**config.mk**
```make
export PLATFORM = sky130hd
export DESIGN_NAME = mem_stage_flat
export DESIGN_NICKNAME = d
export VERILOG_FILES = /design/src/rtl/mem_stage_pkg.sv /design/src/rtl/mem_stage_if.sv /design/src/rtl/mem_stage_load_align.sv /design/src/rtl/mem_stage.sv /design/src/flat_wrapper.sv
export SDC_FILE = /design/constraint.sdc
export NUM_CORES = 1
export LEC_CHECK = 0
export ABC_CLOCK_PERIOD_IN_PS = 2000
export CAP_MARGIN = 30
export CORE_MARGIN = 4
export CORE_UTILIZATION = 41
export DETAILED_ROUTE_END_ITERATION = 16
export GPL_ROUTABILITY_DRIVEN = 0
export PLACE_DENSITY = 0.78
export REMOVE_ABC_BUFFERS = 1
export SLEW_MARGIN = 20
export SYNTH_ARGS = -nofsm -noshare
export SYNTH_HDL_FRONTEND = slang
export SYNTH_SLANG_ARGS = --single-unit
```
**constraint.sdc**
```tcl
create_clock -name clk -period 2 [get_ports clk]
set_clock_uncertainty 0.2 [all_clocks]
set_input_delay 0.2 -clock clk [delete_from_list [all_inputs] [get_ports clk]]
set_output_delay 0.2 -clock clk [all_outputs]
set_load 0.02 [all_outputs]
```
**src/rtl/mem_stage_pkg.sv**
```systemverilog
// Shared pipeline definitions for the memory stage: datapath width, access
// sizes, FSM states and small alignment helpers.
package mem_stage_pkg;

  localparam int XLEN = 64;

  typedef enum logic [1:0] {
    MEM_BYTE  = 2'd0,
    MEM_HALF  = 2'd1,
    MEM_WORD  = 2'd2,
    MEM_DWORD = 2'd3
  } mem_size_e;

  typedef enum logic [1:0] {
    ST_IDLE = 2'd0,
    ST_REQ  = 2'd1,
    ST_WAIT = 2'd2,
    ST_DONE = 2'd3
  } mem_state_e;

  function automatic logic is_aligned(input logic [2:0] off, input mem_size_e size);
    logic ok;
    case (size)
      MEM_BYTE: ok = 1'b1;
      MEM_HALF: ok = (off[0] == 1'b0);
      MEM_WORD: ok = (off[1:0] == 2'b00);
      default:  ok = (off == 3'b000);
    endcase
    return ok;
  endfunction

  function automatic logic [7:0] size_mask(input mem_size_e size);
    logic [7:0] m;
    case (size)
      MEM_BYTE: m = 8'h01;
      MEM_HALF: m = 8'h03;
      MEM_WORD: m = 8'h0F;
      default:  m = 8'hFF;
    endcase
    return m;
  endfunction

endpackage

```
**src/rtl/mem_stage_if.sv**
```systemverilog
// Data-memory request/response port of the memory stage.
interface mem_stage_if #(
  parameter int XLEN   = mem_stage_pkg::XLEN,
  parameter int STRB_W = XLEN / 8
);

  logic              dmem_req_valid;
  logic              dmem_req_ready;
  logic [XLEN-1:0]   dmem_req_addr;
  logic              dmem_req_write;
  logic [XLEN-1:0]   dmem_req_wdata;
  logic [STRB_W-1:0] dmem_req_wstrb;
  logic              dmem_resp_valid;
  logic [XLEN-1:0]   dmem_resp_rdata;

  modport master (
    output dmem_req_valid, dmem_req_addr, dmem_req_write, dmem_req_wdata, dmem_req_wstrb,
    input  dmem_req_ready, dmem_resp_valid, dmem_resp_rdata
  );

  modport slave (
    input  dmem_req_valid, dmem_req_addr, dmem_req_write, dmem_req_wdata, dmem_req_wstrb,
    output dmem_req_ready, dmem_resp_valid, dmem_resp_rdata
  );

endinterface

```
**src/rtl/mem_stage_load_align.sv**
```systemverilog
// Load extraction: picks the addressed lane out of a dword read and
// zero/sign-extends it to the datapath width.
module load_align #(
  parameter int XLEN = mem_stage_pkg::XLEN
) (
  input  logic [XLEN-1:0]          rdata,
  input  logic [2:0]               offset,
  input  mem_stage_pkg::mem_size_e size,
  input  logic                     is_unsigned,
  output logic [XLEN-1:0]          data
);
  import mem_stage_pkg::*;

  logic [XLEN-1:0] shifted;
  logic            sign;

  always_comb begin
    shifted = rdata >> {offset, 3'b000};
    sign    = 1'b0;
    data    = shifted;
    case (size)
      MEM_BYTE: begin
        sign = ~is_unsigned & shifted[7];
        data = {{(XLEN-8){sign}}, shifted[7:0]};
      end
      MEM_HALF: begin
        sign = ~is_unsigned & shifted[15];
        data = {{(XLEN-16){sign}}, shifted[15:0]};
      end
      MEM_WORD: begin
        sign = ~is_unsigned & shifted[31];
        data = {{(XLEN-32){sign}}, shifted[31:0]};
      end
      default: data = shifted;
    endcase
  end

endmodule

```
**src/rtl/mem_stage.sv**
```systemverilog
// Memory stage: passes ALU ops straight through and sequences loads/stores
// over the data-memory port, stalling upstream until the access completes.
//   state | meaning
//   IDLE  | accept a new op; non-memory and misaligned ops complete here
//   REQ   | request presented, held until dmem_req_ready
//   WAIT  | waiting for dmem_resp_valid (load data or store ack)
//   DONE  | one-cycle writeback of the captured memory op
module mem_stage #(
  parameter int XLEN   = mem_stage_pkg::XLEN,
  parameter int STRB_W = XLEN / 8
) (
  input  logic            clk,
  input  logic            reset,
  input  logic            ex_valid,
  input  logic [XLEN-1:0] ex_alu_result,
  input  logic [XLEN-1:0] ex_store_data,
  input  logic            ex_mem_read,
  input  logic            ex_mem_write,
  input  logic [1:0]      ex_mem_size,
  input  logic            ex_mem_unsigned,
  input  logic            ex_reg_write,
  input  logic            ex_mem_to_reg,
  input  logic [4:0]      ex_rd,
  mem_stage_if.master     dmem,
  output logic            mem_stall,
  output logic            misaligned_err,
  output logic            wb_valid,
  output logic            wb_reg_write,
  output logic            wb_mem_to_reg,
  output logic [XLEN-1:0] wb_load_data,
  output logic [XLEN-1:0] wb_alu_result,
  output logic [4:0]      wb_rd
);
  import mem_stage_pkg::*;

  mem_state_e      state_q, state_d;
  logic [XLEN-1:0] addr_q, addr_d;
  logic [XLEN-1:0] sdata_q, sdata_d;
  logic [XLEN-1:0] rdata_q, rdata_d;
  mem_size_e       size_q, size_d;
  logic            uns_q, uns_d;
  logic            write_q, write_d;
  logic            reg_write_q, reg_write_d;
  logic            m2r_q, m2r_d;
  logic [4:0]      rd_q, rd_d;

  logic            mem_op;
  logic            aligned;
  logic [XLEN-1:0] load_data;

  load_align #(.XLEN(XLEN)) u_load_align (
    .rdata       (rdata_q),
    .offset      (addr_q[2:0]),
    .size        (size_q),
    .is_unsigned (uns_q),
    .data        (load_data)
  );

  always_comb begin
    state_d     = state_q;
    addr_d      = addr_q;
    sdata_d     = sdata_q;
    rdata_d     = rdata_q;
    size_d      = size_q;
    uns_d       = uns_q;
    write_d     = write_q;
    reg_write_d = reg_write_q;
    m2r_d       = m2r_q;
    rd_d        = rd_q;

    mem_stall      = 1'b0;
    misaligned_err = 1'b0;
    wb_valid       = 1'b0;
    wb_reg_write   = 1'b0;
    wb_mem_to_reg  = 1'b0;
    wb_load_data   = '0;
    wb_alu_result  = '0;
    wb_rd          = '0;

    dmem.dmem_req_valid = 1'b0;
    dmem.dmem_req_addr  = '0;
    dmem.dmem_req_write = 1'b0;
    dmem.dmem_req_wdata = '0;
    dmem.dmem_req_wstrb = '0;

    mem_op  = ex_mem_read | ex_mem_write;
    aligned = is_aligned(ex_alu_result[2:0], mem_size_e'(ex_mem_size));

    case (state_q)
      ST_IDLE: begin
        if (ex_valid) begin
          if (!mem_op) begin
            wb_valid      = 1'b1;
            wb_reg_write  = ex_reg_write && (ex_rd != 5'd0);
            wb_mem_to_reg = ex_mem_to_reg;
            wb_alu_result = ex_alu_result;
            wb_rd         = ex_rd;
          end else if (!aligned) begin
            // Retire the faulting op without a register write so the pipe keeps moving.
            misaligned_err = 1'b1;
            wb_valid       = 1'b1;
            wb_mem_to_reg  = ex_mem_to_reg;
            wb_alu_result  = ex_alu_result;
            wb_rd          = ex_rd;
          end else begin
            mem_stall   = 1'b1;
            state_d     = ST_REQ;
            addr_d      = ex_alu_result;
            sdata_d     = ex_store_data;
            rdata_d     = '0;
            size_d      = mem_size_e'(ex_mem_size);
            uns_d       = ex_mem_unsigned;
            write_d     = ex_mem_write;
            reg_write_d = ex_reg_write;
            m2r_d       = ex_mem_to_reg;
            rd_d        = ex_rd;
          end
        end
      end
      ST_REQ: begin
        mem_stall           = 1'b1;
        dmem.dmem_req_valid = 1'b1;
        dmem.dmem_req_addr  = {addr_q[XLEN-1:3], 3'b000};
        dmem.dmem_req_write = write_q;
        dmem.dmem_req_wdata = sdata_q << {addr_q[2:0], 3'b000};
        dmem.dmem_req_wstrb = STRB_W'(size_mask(size_q)) << addr_q[2:0];
        if (dmem.dmem_req_ready) state_d = ST_WAIT;
      end
      ST_WAIT: begin
        mem_stall = 1'b1;
        if (dmem.dmem_resp_valid) begin
          if (!write_q) rdata_d = dmem.dmem_resp_rdata;
          state_d = ST_DONE;
        end
      end
      ST_DONE: begin
        wb_valid      = 1'b1;
        wb_reg_write  = reg_write_q && (rd_q != 5'd0);
        wb_mem_to_reg = m2r_q;
        wb_load_data  = write_q ? '0 : load_data;
        wb_alu_result = addr_q;
        wb_rd         = rd_q;
        state_d       = ST_IDLE;
      end
      default: state_d = ST_IDLE;
    endcase
  end

  always_ff @(posedge clk or negedge reset) begin
    if (!reset) begin
      state_q     <= ST_IDLE;
      addr_q      <= '0;
      sdata_q     <= '0;
      rdata_q     <= '0;
      size_q      <= MEM_BYTE;
      uns_q       <= 1'b0;
      write_q     <= 1'b0;
      reg_write_q <= 1'b0;
      m2r_q       <= 1'b0;
      rd_q        <= '0;
    end else begin
      state_q     <= state_d;
      addr_q      <= addr_d;
      sdata_q     <= sdata_d;
      rdata_q     <= rdata_d;
      size_q      <= size_d;
      uns_q       <= uns_d;
      write_q     <= write_d;
      reg_write_q <= reg_write_d;
      m2r_q       <= m2r_d;
      rd_q        <= rd_d;
    end
  end

endmodule

```
**src/flat_wrapper.sv**
```systemverilog
// flat-port wrapper written by rule: the top's interface ports become plain ports
module mem_stage_flat import mem_stage_pkg::*;
#(
  parameter int XLEN   = mem_stage_pkg::XLEN,
  parameter int STRB_W = XLEN / 8
)
  (clk, reset, ex_valid, ex_alu_result, ex_store_data, ex_mem_read, ex_mem_write, ex_mem_size, ex_mem_unsigned, ex_reg_write, ex_mem_to_reg, ex_rd, mem_stall, misaligned_err, wb_valid, wb_reg_write, wb_mem_to_reg, wb_load_data, wb_alu_result, wb_rd, dmem_dmem_req_valid, dmem_dmem_req_addr, dmem_dmem_req_write, dmem_dmem_req_wdata, dmem_dmem_req_wstrb, dmem_dmem_req_ready, dmem_dmem_resp_valid, dmem_dmem_resp_rdata);
  mem_stage_if #(.XLEN(XLEN), .STRB_W(STRB_W)) dmem_i ();
  input  logic clk;
  input  logic reset;
  input  logic ex_valid;
  input  logic [XLEN-1:0] ex_alu_result;
  input  logic [XLEN-1:0] ex_store_data;
  input  logic ex_mem_read;
  input  logic ex_mem_write;
  input  logic [1:0] ex_mem_size;
  input  logic ex_mem_unsigned;
  input  logic ex_reg_write;
  input  logic ex_mem_to_reg;
  input  logic [4:0] ex_rd;
  output logic mem_stall;
  output logic misaligned_err;
  output logic wb_valid;
  output logic wb_reg_write;
  output logic wb_mem_to_reg;
  output logic [XLEN-1:0] wb_load_data;
  output logic [XLEN-1:0] wb_alu_result;
  output logic [4:0] wb_rd;
  output wire logic [$bits(dmem_i.dmem_req_valid)-1:0] dmem_dmem_req_valid;
  output wire logic [$bits(dmem_i.dmem_req_addr)-1:0] dmem_dmem_req_addr;
  output wire logic [$bits(dmem_i.dmem_req_write)-1:0] dmem_dmem_req_write;
  output wire logic [$bits(dmem_i.dmem_req_wdata)-1:0] dmem_dmem_req_wdata;
  output wire logic [$bits(dmem_i.dmem_req_wstrb)-1:0] dmem_dmem_req_wstrb;
  input wire logic [$bits(dmem_i.dmem_req_ready)-1:0] dmem_dmem_req_ready;
  input wire logic [$bits(dmem_i.dmem_resp_valid)-1:0] dmem_dmem_resp_valid;
  input wire logic [$bits(dmem_i.dmem_resp_rdata)-1:0] dmem_dmem_resp_rdata;
  assign dmem_dmem_req_valid = dmem_i.dmem_req_valid;
  assign dmem_dmem_req_addr = dmem_i.dmem_req_addr;
  assign dmem_dmem_req_write = dmem_i.dmem_req_write;
  assign dmem_dmem_req_wdata = dmem_i.dmem_req_wdata;
  assign dmem_dmem_req_wstrb = dmem_i.dmem_req_wstrb;
  assign dmem_i.dmem_req_ready = dmem_dmem_req_ready;
  assign dmem_i.dmem_resp_valid = dmem_dmem_resp_valid;
  assign dmem_i.dmem_resp_rdata = dmem_dmem_resp_rdata;
  mem_stage #(.XLEN(XLEN), .STRB_W(STRB_W)) u_core (.clk(clk), .reset(reset), .ex_valid(ex_valid), .ex_alu_result(ex_alu_result), .ex_store_data(ex_store_data), .ex_mem_read(ex_mem_read), .ex_mem_write(ex_mem_write), .ex_mem_size(ex_mem_size), .ex_mem_unsigned(ex_mem_unsigned), .ex_reg_write(ex_reg_write), .ex_mem_to_reg(ex_mem_to_reg), .ex_rd(ex_rd), .dmem(dmem_i), .mem_stall(mem_stall), .misaligned_err(misaligned_err), .wb_valid(wb_valid), .wb_reg_write(wb_reg_write), .wb_mem_to_reg(wb_mem_to_reg), .wb_load_data(wb_load_data), .wb_alu_result(wb_alu_result), .wb_rd(wb_rd));
endmodule
```
==> summary.txt, run 1 <==
Final layout
  • Final instance area: 23000 sq um
  • Final core utilization: 0.725
  • Area growth, synth to finish: 73.0%
  • Share of layout cells above drive strength 1: 0.508
  • Post-route insts no fill: 2465
  • Fill count: 2135
  • Fin nets: 2252

Detailed routing
  • Drt first pass iters: 7
  • Final wirelength: 61.3 mm
  • Post-route ant nets: 0
  • DR WL/cell: 24.9 um
  • DRC Markers: 0
  • Initial detailed-routing violation count: 872
  • Vias/cell: 5.79
  • Vias: 14300

Worst setup path
  • Worst path max stage delay: 0.48 ns
  • CP endpoint kind: primary output
  • Reg2Reg Depth: 8
  • Worst setup path startpoint: u_core.addr_q[0]
  • Setup crit end: wb_load_data[57]
  • Largest fanout on the critical path: 8
  • Worst path top cell family by delay: buffers and inverters
  • Reg2reg end: u_core.addr_q[16]
  • Cells along the critical path: buf_6 > mux2_2 > o22ai_2 > nor3_1 > buf_4 > a211oi_4 > buf_6 > buf_12 > nor2_1 > buf_4
  • Startpoint Class: flop
  • CP arrival: 2.69 ns
  • Stages on worst setup path: 10
  • Reg-to-reg setup timing slack: -0.26 ns
  • Worst R2R Start: u_core.state_q[0]
  • Setup Crit Path Kind: flop to primary output
  • Slowest-stage cell, CP: dfrtp_4
  • Buffers & Inverters on Critical Path: 5
  • Worst path required time: 1.60 ns

Clocking
  • TritonCTS clock tree: yes
  • Clock Latency Late Sink: 0.53 ns
  • Longest Clk Path Bufs: 3
  • H-tree depth: 1
  • CTS Sinks: 205
  • Clock Tree Root: clkbuf_16
  • Total CTS buffers: 25
  • Clk pin slew, worst setup/hold paths: 0.06 ns

Run status
  • Failing checks: negative setup slack
  • Outcome: finished, violations left

Synth
  • Sequential-to-total area share from yosys stat: 0.386
  • Syn Area/Cell: 9.89 sq um
  • Xor/xnor share of the synthesized area: 0
  • Synth Instances: 1343
  • Number of synthesized flops with an enable pin: 0
  • Post-Synth Simple-Gate Area: 0.140
  • Largest family of logic cells by synthesized area: multiplexers
  • Post-synthesis mux area share: 0.250
  • Synth area leaders: dfrtp_1 (39%), mux2_2 (16%), mux2i_1 (7.5%)
  • Flops & latches, synth: 205
  • Synth cell types: 52
  • Post-synth top area share: 0.386
  • Synth cell count leaders: dfrtp_1 (205), mux2_2 (189), nor2_1 (140), mux2i_1 (99), and2_1 (80)
  • Cell Area, Synth: 13300 sq um
  • Synth area leader: dfrtp_1
  • Top-count cell post-synth: dfrtp_1
  • Main synth FF type: dfrtp_1
  • Post-Synth Adder-Cell Area: 0.00377
  • Compound-Gate Fraction of Synth Area: 0.172
  • Synth warn: 0
  • Async set-reset flop share out of synthesis: 1.00

GRT
  • Global-route wire length before repair: 89.1 mm
  • Initial antenna violation count: 6
  • Vias in the first global route: 14800
  • Pin count of the biggest net entering global routing: 66
  • Total global-route track usage: 0.320
  • Grt total ovfl: 0

Timing
  • Final Setup Violations: 471
  • Maximum clock frequency: 0.323 GHz
  • Setup TNS Final: -229.34 ns
  • RSZ-0062 raised after global routing: true
  • Final period util: 1.55
  • Count of final hold-check violations: 0
  • Setup ws final: -1.09 ns
  • Crit path time final: 3.09 ns
  • Slew Limit Fails: 0
  • Hold slack: 0.0681 ns

Die
  • Row count: 65
  • Total die area: 35300 sq um
  • Die X: 188 um
  • Initial Util: 0.419
  • Core area: 31700 sq um
  • Die H: 188 um
  • Boundary Pins: 485

Power
  • Leak pwr: 10.3 nW
  • Final Power: 40.6 mW
  • VDD IR-drop max: 1.07 mV
  • Pwr dens: 1770 nW/um^2

Place
  • IO Port Bufs: 481
  • Dpl cells: 2303
  • Post-DP HPWL: 39.7 mm
  • Placed Area: 19900 sq um
  • DP Worst Slack: -0.985 ns

Worst hold path
  • HP Class: primary input to flop

Job
  • Maxcap violations: 0
## power by group
group	total, mW	switching (mW)	leakage (nW)	internal, mW
Combinational	28.0	13.8	7.38	14.2
Clock	4.66	1.91	0.401	2.75
Sequential	7.95	1.82	2.57	6.13
## repair_timing
action / in CTS / in global routing
hold buffers: 2 / 0
gates resized for setup: 1137 / 483
pin swaps: 35 / 34
hold endpoints to repair: 205 / 0
setup buffers: 63 / 35
endpoints found under the setup margin: 469 / 471
gates cloned: 17 / 3
## logic make-up (layout without fill, tap and decap cells)
| group | after synthesis | count (layout) |
|---|---|---|
| adder cells (fa/ha/maj) | 4 | 4 |
| AND/OR/NAND/NOR | 383 | 383 |
| AO/OA/AOI/OAI | 316 | 316 |
| flip-flops | 205 | 205 |
| buffers and inverters | 137 | 849 |
| multiplexers | 297 | 297 |
| other | 1 | 9 |
## final cells by class
type,count,area [sq um],area share
Multi-Input combinational cell,1003,8490,0.370
Timing Repair Buffer,797,7980,0.347
Sequential cell,205,5140,0.224
Clock buffer,37,721,0.0314
Tap cell,402,503,0.0219
Clock inverter,8,104,0.00452
Inverter,7,28.8,0.00125
Antenna cell,6,15.0,0.000653
## flip-flops by register name (all words and copies together), names as in the netlist
register / flops
u_core.write_q: 1
u_core.state_q: 2
u_core.rd_q: 5
u_core.sdata_q: 64
u_core.rdata_q: 64
u_core.addr_q: 64
u_core.size_q: 2
u_core.reg_write_q: 1
u_core.m2r_q: 1
u_core.uns_q: 1
## metal layers
metal,vias to the layer above,global-route usage,part of all wire
li1,6226,-,-
met2,839,0.555,0.49
met4,2,0.169,0.065
met1,6990,0.359,0.35
met3,209,0.0879,0.094
met5,-,0,0.00024
## worst min path at each step
stage	from	endpoint	slack [ns]	cells past startpoint
2_1_floorplan	reset	u_core.addr_q[0]	-0.30	0
3_3_place_gp	reset	u_core.rdata_q[2]	-0.03	1
3_5_place_dp	reset	u_core.rdata_q[10]	-0.03	1
4_1_cts	dmem_dmem_resp_rdata[31]	u_core.rdata_q[31]	0.05	2
5_1_grt	dmem_dmem_resp_rdata[22]	u_core.rdata_q[22]	0.07	2
6_report	dmem_dmem_resp_rdata[31]	u_core.rdata_q[31]	0.07	2
## cell usage in the layout (no fill, tap or decap), types with 53 or more instances in the layout
| cell type | n |
|---|---|
| and2_4 | 53 |
| clkdlybuf4s50_1 | 209 |
| mux2i_1 | 81 |
| mux2_2 | 183 |
| buf_6 | 133 |
| a22o_1 | 64 |
| buf_4 | 339 |
| nand2_1 | 65 |
| dfrtp_1 | 202 |
| nor2_1 | 115 |
Note: power is estimated with default switching activity, not from simulation.
==> inputs of run 2 (changes only) <==
--- a/config.mk
+++ b/config.mk
@@ -7,11 +7,11 @@
 export LEC_CHECK = 0
 export ABC_CLOCK_PERIOD_IN_PS = 2000
 export CAP_MARGIN = 30
-export CORE_MARGIN = 4
-export CORE_UTILIZATION = 41
+export CORE_AREA = 3 3 190 192
 export DETAILED_ROUTE_END_ITERATION = 16
+export DIE_AREA = 0 0 193 195
 export GPL_ROUTABILITY_DRIVEN = 0
-export PLACE_DENSITY = 0.78
+export PLACE_DENSITY = 0.73
 export REMOVE_ABC_BUFFERS = 1
 export SLEW_MARGIN = 20
 export SYNTH_ARGS = -nofsm -noshare
==> run 2 against run 1 <==
The flow still finishes with violations (negative setup slack). Total power grew 13%. Routed wire length grew 18%. Maximum frequency shrank 5.9%. Global-route usage grew 0.82 points. Die area grew 6.5%. Flip-flop and latch count is the same.
==> summary.txt, run 2 (synthesized netlist as in run 1, its figures left out) <==
Detailed routing
  • Post-route ant nets: 0 (unchanged)
  • Drt first pass iters: 5 (-2)
  • DR WL/cell: 27.8 um (+12%)
  • DRC Markers: 0 (unchanged)
  • Vias: 15400 (+8.3%)
  • Final wirelength: 72.1 mm (+18%)
  • Initial detailed-routing violation count: 1118 (+28%)
  • Vias/cell: 5.95 (+2.8%)

Die
  • Die H: 195 um (+3.7%)
  • Row count: 68 (+4.6%)
  • Core area: 34500 sq um (+8.9%)
  • Total die area: 37600 sq um (+6.5%)
  • Die X: 193 um (+2.7%)
  • Boundary Pins: 485 (unchanged)
  • Initial Util: 0.384 (-0.0342)

Timing
  • Slew Limit Fails: 0 (unchanged)
  • RSZ-0062 raised after global routing: true
  • Final Setup Violations: 478 (+1.5%)
  • Maximum clock frequency: 0.304 GHz (-5.9%)
  • Setup TNS Final: -260.94 ns (-31.60 ns)
  • Hold slack: 0.00984 ns (-0.0583 ns)
  • Setup ws final: -1.29 ns (-0.195 ns)
  • Crit path time final: 3.29 ns (+0.195 ns)
  • Count of final hold-check violations: 0 (unchanged)
  • Final period util: 1.64 (+0.0975)

Power
  • Combinational power share: 0.723 (+0.034)
  • Clock Power Share: 0.098 (-0.017)
  • Switching share of power: 0.441 (+0.00905)
  • Seq pwr share: 0.179 (-0.017)
  • Pwr dens: 1780 nW/um^2 (+0.99%)
  • Leak pwr: 11.3 nW (+9.4%)
  • VDD IR-drop max: 1.08 mV (+0.41%)
  • Final Power: 45.6 mW (+13%)
  • Switching pwr: 20.1 mW (+15%)
  • Cell Int Power: 25.5 mW (+11%)

Worst setup path
  • Startpoint Class: flop
  • Setup Crit Path Kind: flop to primary output
  • CP arrival: 2.89 ns (+0.20 ns)
  • Worst path required time: 1.60 ns (about the same)
  • Largest fanout on the critical path: 7 (-1)
  • CP endpoint kind: primary output

GRT
  • Pin count of the biggest net entering global routing: 57 (-14%)
  • Vias in the first global route: 15500 (+4.6%)
  • Initial antenna violation count: 4 (-2)
  • Grt total ovfl: 0 (unchanged)
  • Total global-route track usage: 0.329 (+0.00821)
  • Global-route wire length before repair: 95.1 mm (+6.8%)

Clocking
  • Clock Tree Root: clkbuf_16
  • Clock Latency Late Sink: 0.53 ns (about the same)
  • CTS Sinks: 205 (unchanged)
  • TritonCTS clock tree: yes
  • Total CTS buffers: 25 (unchanged)
  • H-tree depth: 1 (unchanged)
  • Clk pin slew, worst setup/hold paths: 0.06 ns (about the same)
  • Longest Clk Path Bufs: 3 (unchanged)

Final layout
  • Multi-input combinational cell area: 9280 sq um (+9.3%)
  • Share of layout cells above drive strength 1: 0.594 (+0.0860)
  • Fill count: 2104 (-1.5%)
  • Most frequent cells in the layout: buf_4 (302), buf_6 (214), clkdlybuf4s50_1 (207), dfrtp_1 (201), mux2_2 (167)
  • Biggest regs: u_core.addr_q (64), u_core.rdata_q (64), u_core.sdata_q (64)
  • Final core utilization: 0.741 (+0.0166)
  • Final instance area: 25600 sq um (+11%)
  • Area growth, synth to finish: 92.8%
  • Register Area: 5140 sq um (about the same)
  • Post-route insts no fill: 2597 (+5.4%)
  • Fin nets: 2335 (+3.7%)
  • Commonest non-fill, non-tap cell in the layout: buf_4

Place
  • DP Worst Slack: -0.961 ns (+0.0236 ns)
  • IO Port Bufs: 481 (unchanged)
  • Dpl cells: 2363 (+2.6%)
  • Placed Area: 20000 sq um (+0.47%)
  • Post-DP HPWL: 40.2 mm (+1.1%)

Run status
  • Failing checks: negative setup slack
  • Outcome: finished, violations left

Job
  • Maxcap violations: 0 (unchanged)

Worst hold path
  • HP Class: primary input to async pin
## run 2: area by class of cell
class / count / share of cell area
Inverter: 7 / 0.00127
Timing Repair Buffer: 879 / 0.382
Multi-Input combinational cell: 1004 / 0.362
Clock inverter: 10 / 0.00313
Tap cell: 455 / 0.0222
Antenna cell: 4 / 0.000391
Sequential cell: 205 / 0.201
Clock buffer: 33 / 0.0276
## run 2: power groups by stage
| stage | clock, mW | sequential [mW] | combinational [mW] |
|---|---|---|---|
| CTS | 4.50 | 7.76 | 28.2 |
| detailed placement | 0 | 7.64 | 22.1 |
| floorplan | 0 | 7.87 | 11.0 |
| finish | 4.50 | 8.16 | 33.0 |
| global route | 4.72 | 8.28 | 34.2 |
| global placement | 0 | 7.55 | 21.8 |
## run 2: worst max-delay path, stage by stage, from the launching register on
cell and delay [ns]:
dfrtp_4 0.48, buf_12 0.14, mux2_4 0.31, o2bb2a_4 0.20, a41o_1 0.24, a211oi_4 0.32
buf_6 0.20, buf_6 0.24, a21oi_2 0.05, buf_2 0.16
## run 2: worst paths after layout
path,slack (ns),to,start,cells after the start
max in group asynchronous,0.90,u_core.addr_q[34],reset,3
min reg2reg,0.31,u_core.sdata_q[58],u_core.sdata_q[58],1
max,-1.29,wb_load_data[37],u_core.addr_q[0],9
min in group clk,0.08,u_core.rdata_q[39],dmem_dmem_resp_rdata[39],2
max reg2reg,-0.38,u_core.rdata_q[5],u_core.state_q[0],10
min,0.01,u_core.rdata_q[51],reset,2
## run 2: routing by layer
metal,up-vias,share of wire,track usage
met2,1095,0.48,0.566
met4,2,0.084,0.176
met5,-,0.00015,0
met3,394,0.10,0.0824
li1,6397,-,-
met1,7556,0.34,0.372
## run 2: repair_timing
action,in CTS,in global routing
buffers inserted,94,60
hold buffers,1,0
setup endpoints to repair,455,478
hold endpoints to repair,205,0
gates resized for setup,1552,463
gates cloned,44,11
pin swaps,88,140
